<file path="src/rtl/pc_pkg.sv">
// Shared fetch-path types and widths, used by the PC controller, the lookup table
// and the instruction memory.
package pc_pkg;

  localparam int PC_W  = 12;
  localparam int CNT_W = 16;

  localparam logic [PC_W-1:0] RESET_PC = 12'd0;

  typedef enum logic [1:0] {
    IDLE = 2'd0,
    RUN  = 2'd1,
    DONE = 2'd2
  } pc_state_t;

endpackage

</file>
<file path="src/rtl/pc_ctrl_sat_counter.sv">
// Saturating up-counter with synchronous clear (clear beats enable) and an
// asynchronous active-high reset.
module sat_counter #(
  parameter int W = 16
) (
  input  logic         clk,
  input  logic         reset,
  input  logic         clr,
  input  logic         en,
  output logic [W-1:0] count
);

  localparam logic [W-1:0] MAX_VAL = {W{1'b1}};

  logic [W-1:0] cnt_d;
  logic [W-1:0] cnt_q;

  // Next count: clear, saturating increment, or hold.
  always_comb begin
    cnt_d = cnt_q;
    if (clr) begin
      cnt_d = {W{1'b0}};
    end else if (en && (cnt_q != MAX_VAL)) begin
      cnt_d = cnt_q + W'(1);
    end else begin
      cnt_d = cnt_q;
    end
  end

  // Count register.
  always_ff @(posedge clk or posedge reset) begin
    if (reset) begin
      cnt_q <= {W{1'b0}};
    end else begin
      cnt_q <= cnt_d;
    end
  end

  assign count = cnt_q;

endmodule

</file>
<file path="src/rtl/pc_ctrl.sv">
// Program counter and fetch sequencer: IDLE/RUN/DONE launch, stall, branch,
// sequential increment and halt, with a saturating retired-instruction count.
module pc_ctrl
  import pc_pkg::*;
(
  input  logic             clk,
  input  logic             reset,
  input  logic             start,
  input  logic [PC_W-1:0]  start_addr,
  input  logic             stall,
  input  logic             branch,
  input  logic             taken,
  input  logic [PC_W-1:0]  target,
  input  logic             halt,
  output logic [PC_W-1:0]  pc,
  output logic             valid,
  output logic             done,
  output logic [CNT_W-1:0] instr_count
);

  pc_state_t       state_d, state_q;
  logic [PC_W-1:0] pc_d, pc_q;
  logic            valid_q;
  logic            done_q;
  logic            cnt_clr_s;
  logic            cnt_en_s;

  // Next-state, next-PC and counter controls; stall beats halt beats branch.
  always_comb begin
    state_d   = state_q;
    pc_d      = pc_q;
    cnt_clr_s = 1'b0;
    cnt_en_s  = 1'b0;
    case (state_q)
      IDLE: begin
        if (start) begin
          pc_d      = start_addr;
          cnt_clr_s = 1'b1;
          state_d   = RUN;
        end else begin
          pc_d = RESET_PC;
        end
      end
      RUN: begin
        if (stall) begin
          pc_d = pc_q;
        end else if (halt) begin
          state_d  = DONE;
          cnt_en_s = 1'b1;
        end else if (branch && taken) begin
          pc_d     = target;
          cnt_en_s = 1'b1;
        end else begin
          pc_d     = pc_q + PC_W'(1);
          cnt_en_s = 1'b1;
        end
      end
      DONE: begin
        if (start) begin
          pc_d      = start_addr;
          cnt_clr_s = 1'b1;
          state_d   = RUN;
        end else begin
          pc_d = pc_q;
        end
      end
      default: begin
        state_d = IDLE;
        pc_d    = RESET_PC;
      end
    endcase
  end

  // FSM, PC and status flags, all registered.
  always_ff @(posedge clk or posedge reset) begin
    if (reset) begin
      state_q <= IDLE;
      pc_q    <= RESET_PC;
      valid_q <= 1'b0;
      done_q  <= 1'b0;
    end else begin
      state_q <= state_d;
      pc_q    <= pc_d;
      valid_q <= (state_d == RUN);
      done_q  <= (state_d == DONE);
    end
  end

  sat_counter #(.W(CNT_W)) u_instr_cnt (
    .clk   (clk),
    .reset (reset),
    .clr   (cnt_clr_s),
    .en    (cnt_en_s),
    .count (instr_count)
  );

  assign pc    = pc_q;
  assign valid = valid_q;
  assign done  = done_q;

endmodule
</file>
<file path="config.mk">
export PLATFORM = sky130hd
export DESIGN_NAME = pc_ctrl
export DESIGN_NICKNAME = d
export VERILOG_FILES = /design/src/rtl/pc_pkg.sv /design/src/rtl/pc_ctrl_sat_counter.sv /design/src/rtl/pc_ctrl.sv
export SDC_FILE = /design/constraint.sdc
export NUM_CORES = 1
export LEC_CHECK = 0
export CORE_UTILIZATION = 46
export DETAILED_ROUTE_END_ITERATION = 16
export PLACE_DENSITY = 0.79
export REMOVE_ABC_BUFFERS = 1
export SLEW_MARGIN = 20
export SYNTH_ARGS = -nofsm -noshare
export SYNTH_HDL_FRONTEND = slang
export SYNTH_SLANG_ARGS = --single-unit
</file>
<file path="constraint.sdc">
create_clock -name clk -period 2 [get_ports clk]
set_clock_uncertainty 0.15 [all_clocks]
set_input_delay 0.3 -clock clk [delete_from_list [all_inputs] [get_ports clk]]
set_output_delay 0.3 -clock clk [all_outputs]
set_load 0.02 [all_outputs]
</file>
After elaboration in Yosys (flattened, before gate mapping)
Cells that the tools add are included.
{ "totals": {"output_inout_bits": 30, "inputBits": 31, "regBits": 32} }
{ "classes": {"eq_ne": 8, "addsub": 2, "mux": 16, "reduce_logical": 6} }
{ "ops": {"columns": ["op", "n"], "rows": [
  ["$mux W12", 5],
  ["$pmux W12 S3", 1],
  ["$mux W16", 2],
  ["$add A16 B1 Y16 const B", 1],
  ["$ne A16 B16 Y1 const B", 1],
  ["$add A12 B1 Y12 const B", 1],
  ["$mux W2", 3],
  ["$ne A2 B2 Y1 const B", 3],
  ["$eq A2 B1 Y1 const B", 2],
  ["$eq A2 B2 Y1 const B", 2],
  ["$mux W1", 4],
  ["$pmux W2 S2", 1],
  ["$reduce_and A3 Y1", 1],
  ["$logic_and A1 B1 Y1", 2],
  ["$logic_not A2 Y1", 1],
  ["$reduce_bool A2 Y1", 1],
  ["$reduce_or A2 Y1", 1]
]} }

Depth between registers and ports, before layout
{ "depth": {"depth_word": 5, "mapped_depth": 7, "mapped_depth_nobuf": 6} }

Modules after synthesis
Synthesis repeated with hierarchy kept, for this count alone.
{ "hier_totals": {"hier_cells": 224, "hier_area_um2": 2008.2} }
{ "by_module_without_submodules": {"columns": ["mod", "cells_each", "area_per_inst_um2", "instances"], "rows": [
  ["pc_ctrl", 123, 1076.0, 1],
  ["sat_counter", 101, 932.1, 1]
]} }

Worst setup path after synthesis
No wires, ideal clock.
{ "synth_timing": {"path_kind": "flip-flop to flip-flop", "from": "register u_instr_cnt.cnt_q[0], in the netlist u_instr_cnt.count[0]", "to": "register u_instr_cnt.cnt_q[9], in the netlist u_instr_cnt.count[9]", "slack_ns": 0.012, "arrival_ns": 1.703, "path_stages_with_launch": 8, "path_cell_list": "dfrtp_1 > ha_1 > nand3_2 > nor4_4 > a211o_1 > buf_4 > o311ai_1 > o41ai_1"} }
{ "synth_via": {"elab_chain_cells": 3} }
{ "synth_rtl": {"columns": ["element", "line_no", "rtl"], "rows": [
  ["from (decl)", "pc_ctrl_sat_counter.sv:16", "logic [W-1:0] cnt_q;"],
  ["from (signal assigned)", "pc_ctrl_sat_counter.sv:33", "cnt_q <= {W{1'b0}};"],
  ["from (signal assigned)", "pc_ctrl_sat_counter.sv:35", "cnt_q <= cnt_d;"],
  ["$add A16 B1 Y16 or $ne A16 B16 Y1 (tied branches)", "pc_ctrl_sat_counter.sv:24, pc_ctrl_sat_counter.sv:23", null],
  ["$mux W16 or $logic_and A1 B1 Y1 (tied branches)", "pc_ctrl_sat_counter.sv:23", "end else if (en && (cnt_q != MAX_VAL)) begin"],
  ["$mux W16 or $reduce_bool A2 Y1 (tied branches)", null, null]
]} }
Parallel ways exist; a longest one is shown, timed or not. The select of a mux whose other input is x is not followed.
A chain may end at the register's enable or synchronous reset.

Worst setup path in the final report
{ "layout_timing": {"from": "register u_instr_cnt.cnt_q[0], in the netlist u_instr_cnt.count[0]", "to": "register u_instr_cnt.cnt_q[5], in the netlist u_instr_cnt.count[5]"} }
The elaborated chain is that of the path after synthesis.

==> results.sh <==
export IMPL_status="finished clean"
export IMPL_gr_total_overflow=0
export IMPL_worst_slack_ps=96.4
export IMPL_first_pass_iters=4
export IMPL_path_clk_slew_ps=70
export IMPL_n_fill_cell=307
export IMPL_final_nets=314
export IMPL_dp_slack_ps=-65.2
export IMPL_period_share=0.952
export IMPL_cp_arrival_ps=1990
export IMPL_synth_avg_cell_area_sq_um=9.38
export IMPL_seq_area_frac_synth=0.435
export IMPL_grt_max_degree=33
export IMPL_hold_class="primary input to asynchronous set/reset pin"
export IMPL_antenna_found_initial=0
export IMPL_fp_dieH_microns=65.2
export IMPL_synth_area_top_cells="dfrtp_1 (44%), o21ai_0 (4.4%), nand2_1 (4.3%)"
export IMPL_p_per_area_nw_per_um2=1050
export IMPL_cts_resized=0
export IMPL_route_detailed_drc=0
export IMPL_postCtsSetupBuffers=0
export IMPL_grt_usage=0.250
export IMPL_reg2reg_setup_slack_ps=100
export IMPL_syn_area_sq_um=1840
export IMPL_core_sq_um=3740
export IMPL_synth_seq_cells=32
export IMPL_drt_iter0_drc=137
export IMPL_drv_cap=0
export IMPL_synthDistinctLibCells=43
export IMPL_worst_slew_pin_slew_ps=417
export IMPL_ctsHoldBuffers=0
export IMPL_drive_gt1_frac=0.138
export IMPL_critical_path_endpoint_type="flip-flop"
export IMPL_clock_fmax_mhz=525
export IMPL_slew_violations=0
export IMPL_hold_viol=0
export IMPL_cts_sinks=32
export IMPL_synth_edf_count=0
export IMPL_die_w_microns=65.2
export IMPL_fin_util=0.738
export IMPL_vias=1863
export IMPL_slew_headroom=0.722
export IMPL_io_buffers=60
export IMPL_gp_congestion=0.865
export IMPL_viasPerCell=5.65
export IMPL_cp_max_fo=4
export IMPL_insertion_delay_ps=290
export IMPL_yosys_top_cells_count="dfrtp_1 (32), nand2_1 (21), o21ai_0 (16)"
export IMPL_path_class="flip-flop to flip-flop"
export IMPL_final_antenna_net_count=0
export IMPL_start_util=0.491
export IMPL_critPathMaxStageDelay_ps=470
export IMPL_htree_levels=2
export IMPL_yosysTopAreaCell="dfrtp_1"
export IMPL_crit_path_top_delay_cell="or4_1"
export IMPL_rsz0062_at_grt="false"
export IMPL_wire_per_inst_microns=15.4
export IMPL_ioPinCount=61
export IMPL_die_area_sq_um=4250
export IMPL_start_kind="flip-flop"
export IMPL_fin_crit_ps=1900
export IMPL_grt_pass1_wl_mm=8.14
export IMPL_async_flop_share=1.00
export IMPL_synthCells=196
export IMPL_ys_warn_count=0
export IMPL_first_global_vias=1772
export IMPL_cts_buffer_depth=2
export IMPL_whs_ps=248
export IMPL_cts_tree="built"
export IMPL_rows=22
export IMPL_ir_worst_vdd_uv=741
export IMPL_synthToLayoutAreaGrowth_pct=50.1
export IMPL_required_ps=2080
export IMPL_setup_violations=0
export IMPL_yosysTopAreaCellShare=0.435
export IMPL_fin_cells=330
export IMPL_leakage_nw=1.15
export IMPL_dp_cells=322
export IMPL_routed_wl_mm=5.08
export IMPL_synthFlopType="dfrtp_1"
export IMPL_crit_chain="ha_1 > nand3_2 > nor4_4 > a211o_1 > or4_1 > nand2_1"
export IMPL_dp_hpwl_mm=3.75
export IMPL_diodes=0
export IMPL_cts_buffers=5
export IMPL_yosysMostFrequentCell="dfrtp_1"
export IMPL_cts_root_buf="clkbuf_8"
-- where the power goes --
| group | internal [mW] | switching (mW) | total (mW) |
|---|---|---|---|
| clock network | 0.369 | 0.247 | 0.616 |
| registers | 0.801 | 0.202 | 1.00 |
| logic | 0.632 | 0.643 | 1.27 |
-- layer usage --
metal  part of all wire  GRT usage  vias up  routed length (microns)
met2               0.50      0.423       44                     2520
met4              0.018     0.0978        0                       93
li1                   -          -      905                        -
met1               0.45      0.321      905                     2270
met5                  0          0        -                        0
met3              0.040     0.0330        9                      201
-- cell type report --
cell class	count	area [sq um]	share of cell area
Sequential cell	32	801	0.290
Timing Repair Buffer	85	788	0.285
Tap cell	48	60.1	0.0217
Multi-Input combinational cell	155	997	0.361
Clock inverter	2	35.0	0.0127
Inverter	2	7.51	0.00272
Clock buffer	6	72.6	0.0263
-- registers in the layout, summed over array words and instances, names as in the netlist --
name,flops
done,1
u_instr_cnt.count,16
valid,1
state_q,2
pc,12
-- worst paths after layout --
kind | startpoint | endpoint | depth (start not counted)
min | reset | u_instr_cnt.count[14] | 3
min reg2reg | pc[11] | pc[11] | 1
max | u_instr_cnt.count[0] | u_instr_cnt.count[5] | 6
max in group asynchronous | reset | u_instr_cnt.count[9] | 3
min in group clk | pc[11] | pc[11] | 1
max reg2reg | u_instr_cnt.count[0] | u_instr_cnt.count[5] | 6
-- per-stage QoR --
step	total power, mW	cell area (sq um)	setup TNS, ps
detailed placement	2.26	2650	-167
floorplan	1.62	1810	-57.4
global route	3.04	2760	0
finish	2.89	2760	0
CTS	2.90	2760	0
global placement	2.24	2650	-30.9
-- cells in the final DEF, fill, tap and decap left out, drive strengths merged, types with 3 or more instances in the layout --
cell type,netlist,layout
o211ai,4,4
nand3,16,16
a211oi,5,5
nand2,21,21
nor3,3,3
xnor2,9,9
nor2b,4,4
dfrtp,32,32
clkdlybuf4s50,0,60
and3,3,3
and4,4,4
nand2b,3,3
o21ai,16,16
buf,2,25
xor2,7,7
nor4,3,3
nand4,6,6
a22oi,3,3
o31ai,3,3
a222oi,3,3
clkbuf,5,6
nor2,15,15
a21oi,6,6
-- cells by family after synthesis --
| group | share of synthesized area |
|---|---|
| AOI/OAI and AO/OA | 0.199 |
| xor gates and xnor gates | 0.0762 |
| adders and majority gates | 0.0136 |
| buffers and inverters | 0.0224 |
| DFF | 0.435 |
| muxes | 0.0109 |
| and+or+nand+nor | 0.243 |
-- critical path: cells and delay by family (launching register included) --
kind | cells | cell delay [ps]
simple gates | 4 | 730
flops | 1 | 390
compound gates | 1 | 340
fa+ha+maj | 1 | 240
No activity file was read; power rests on OpenSTA's default activity.
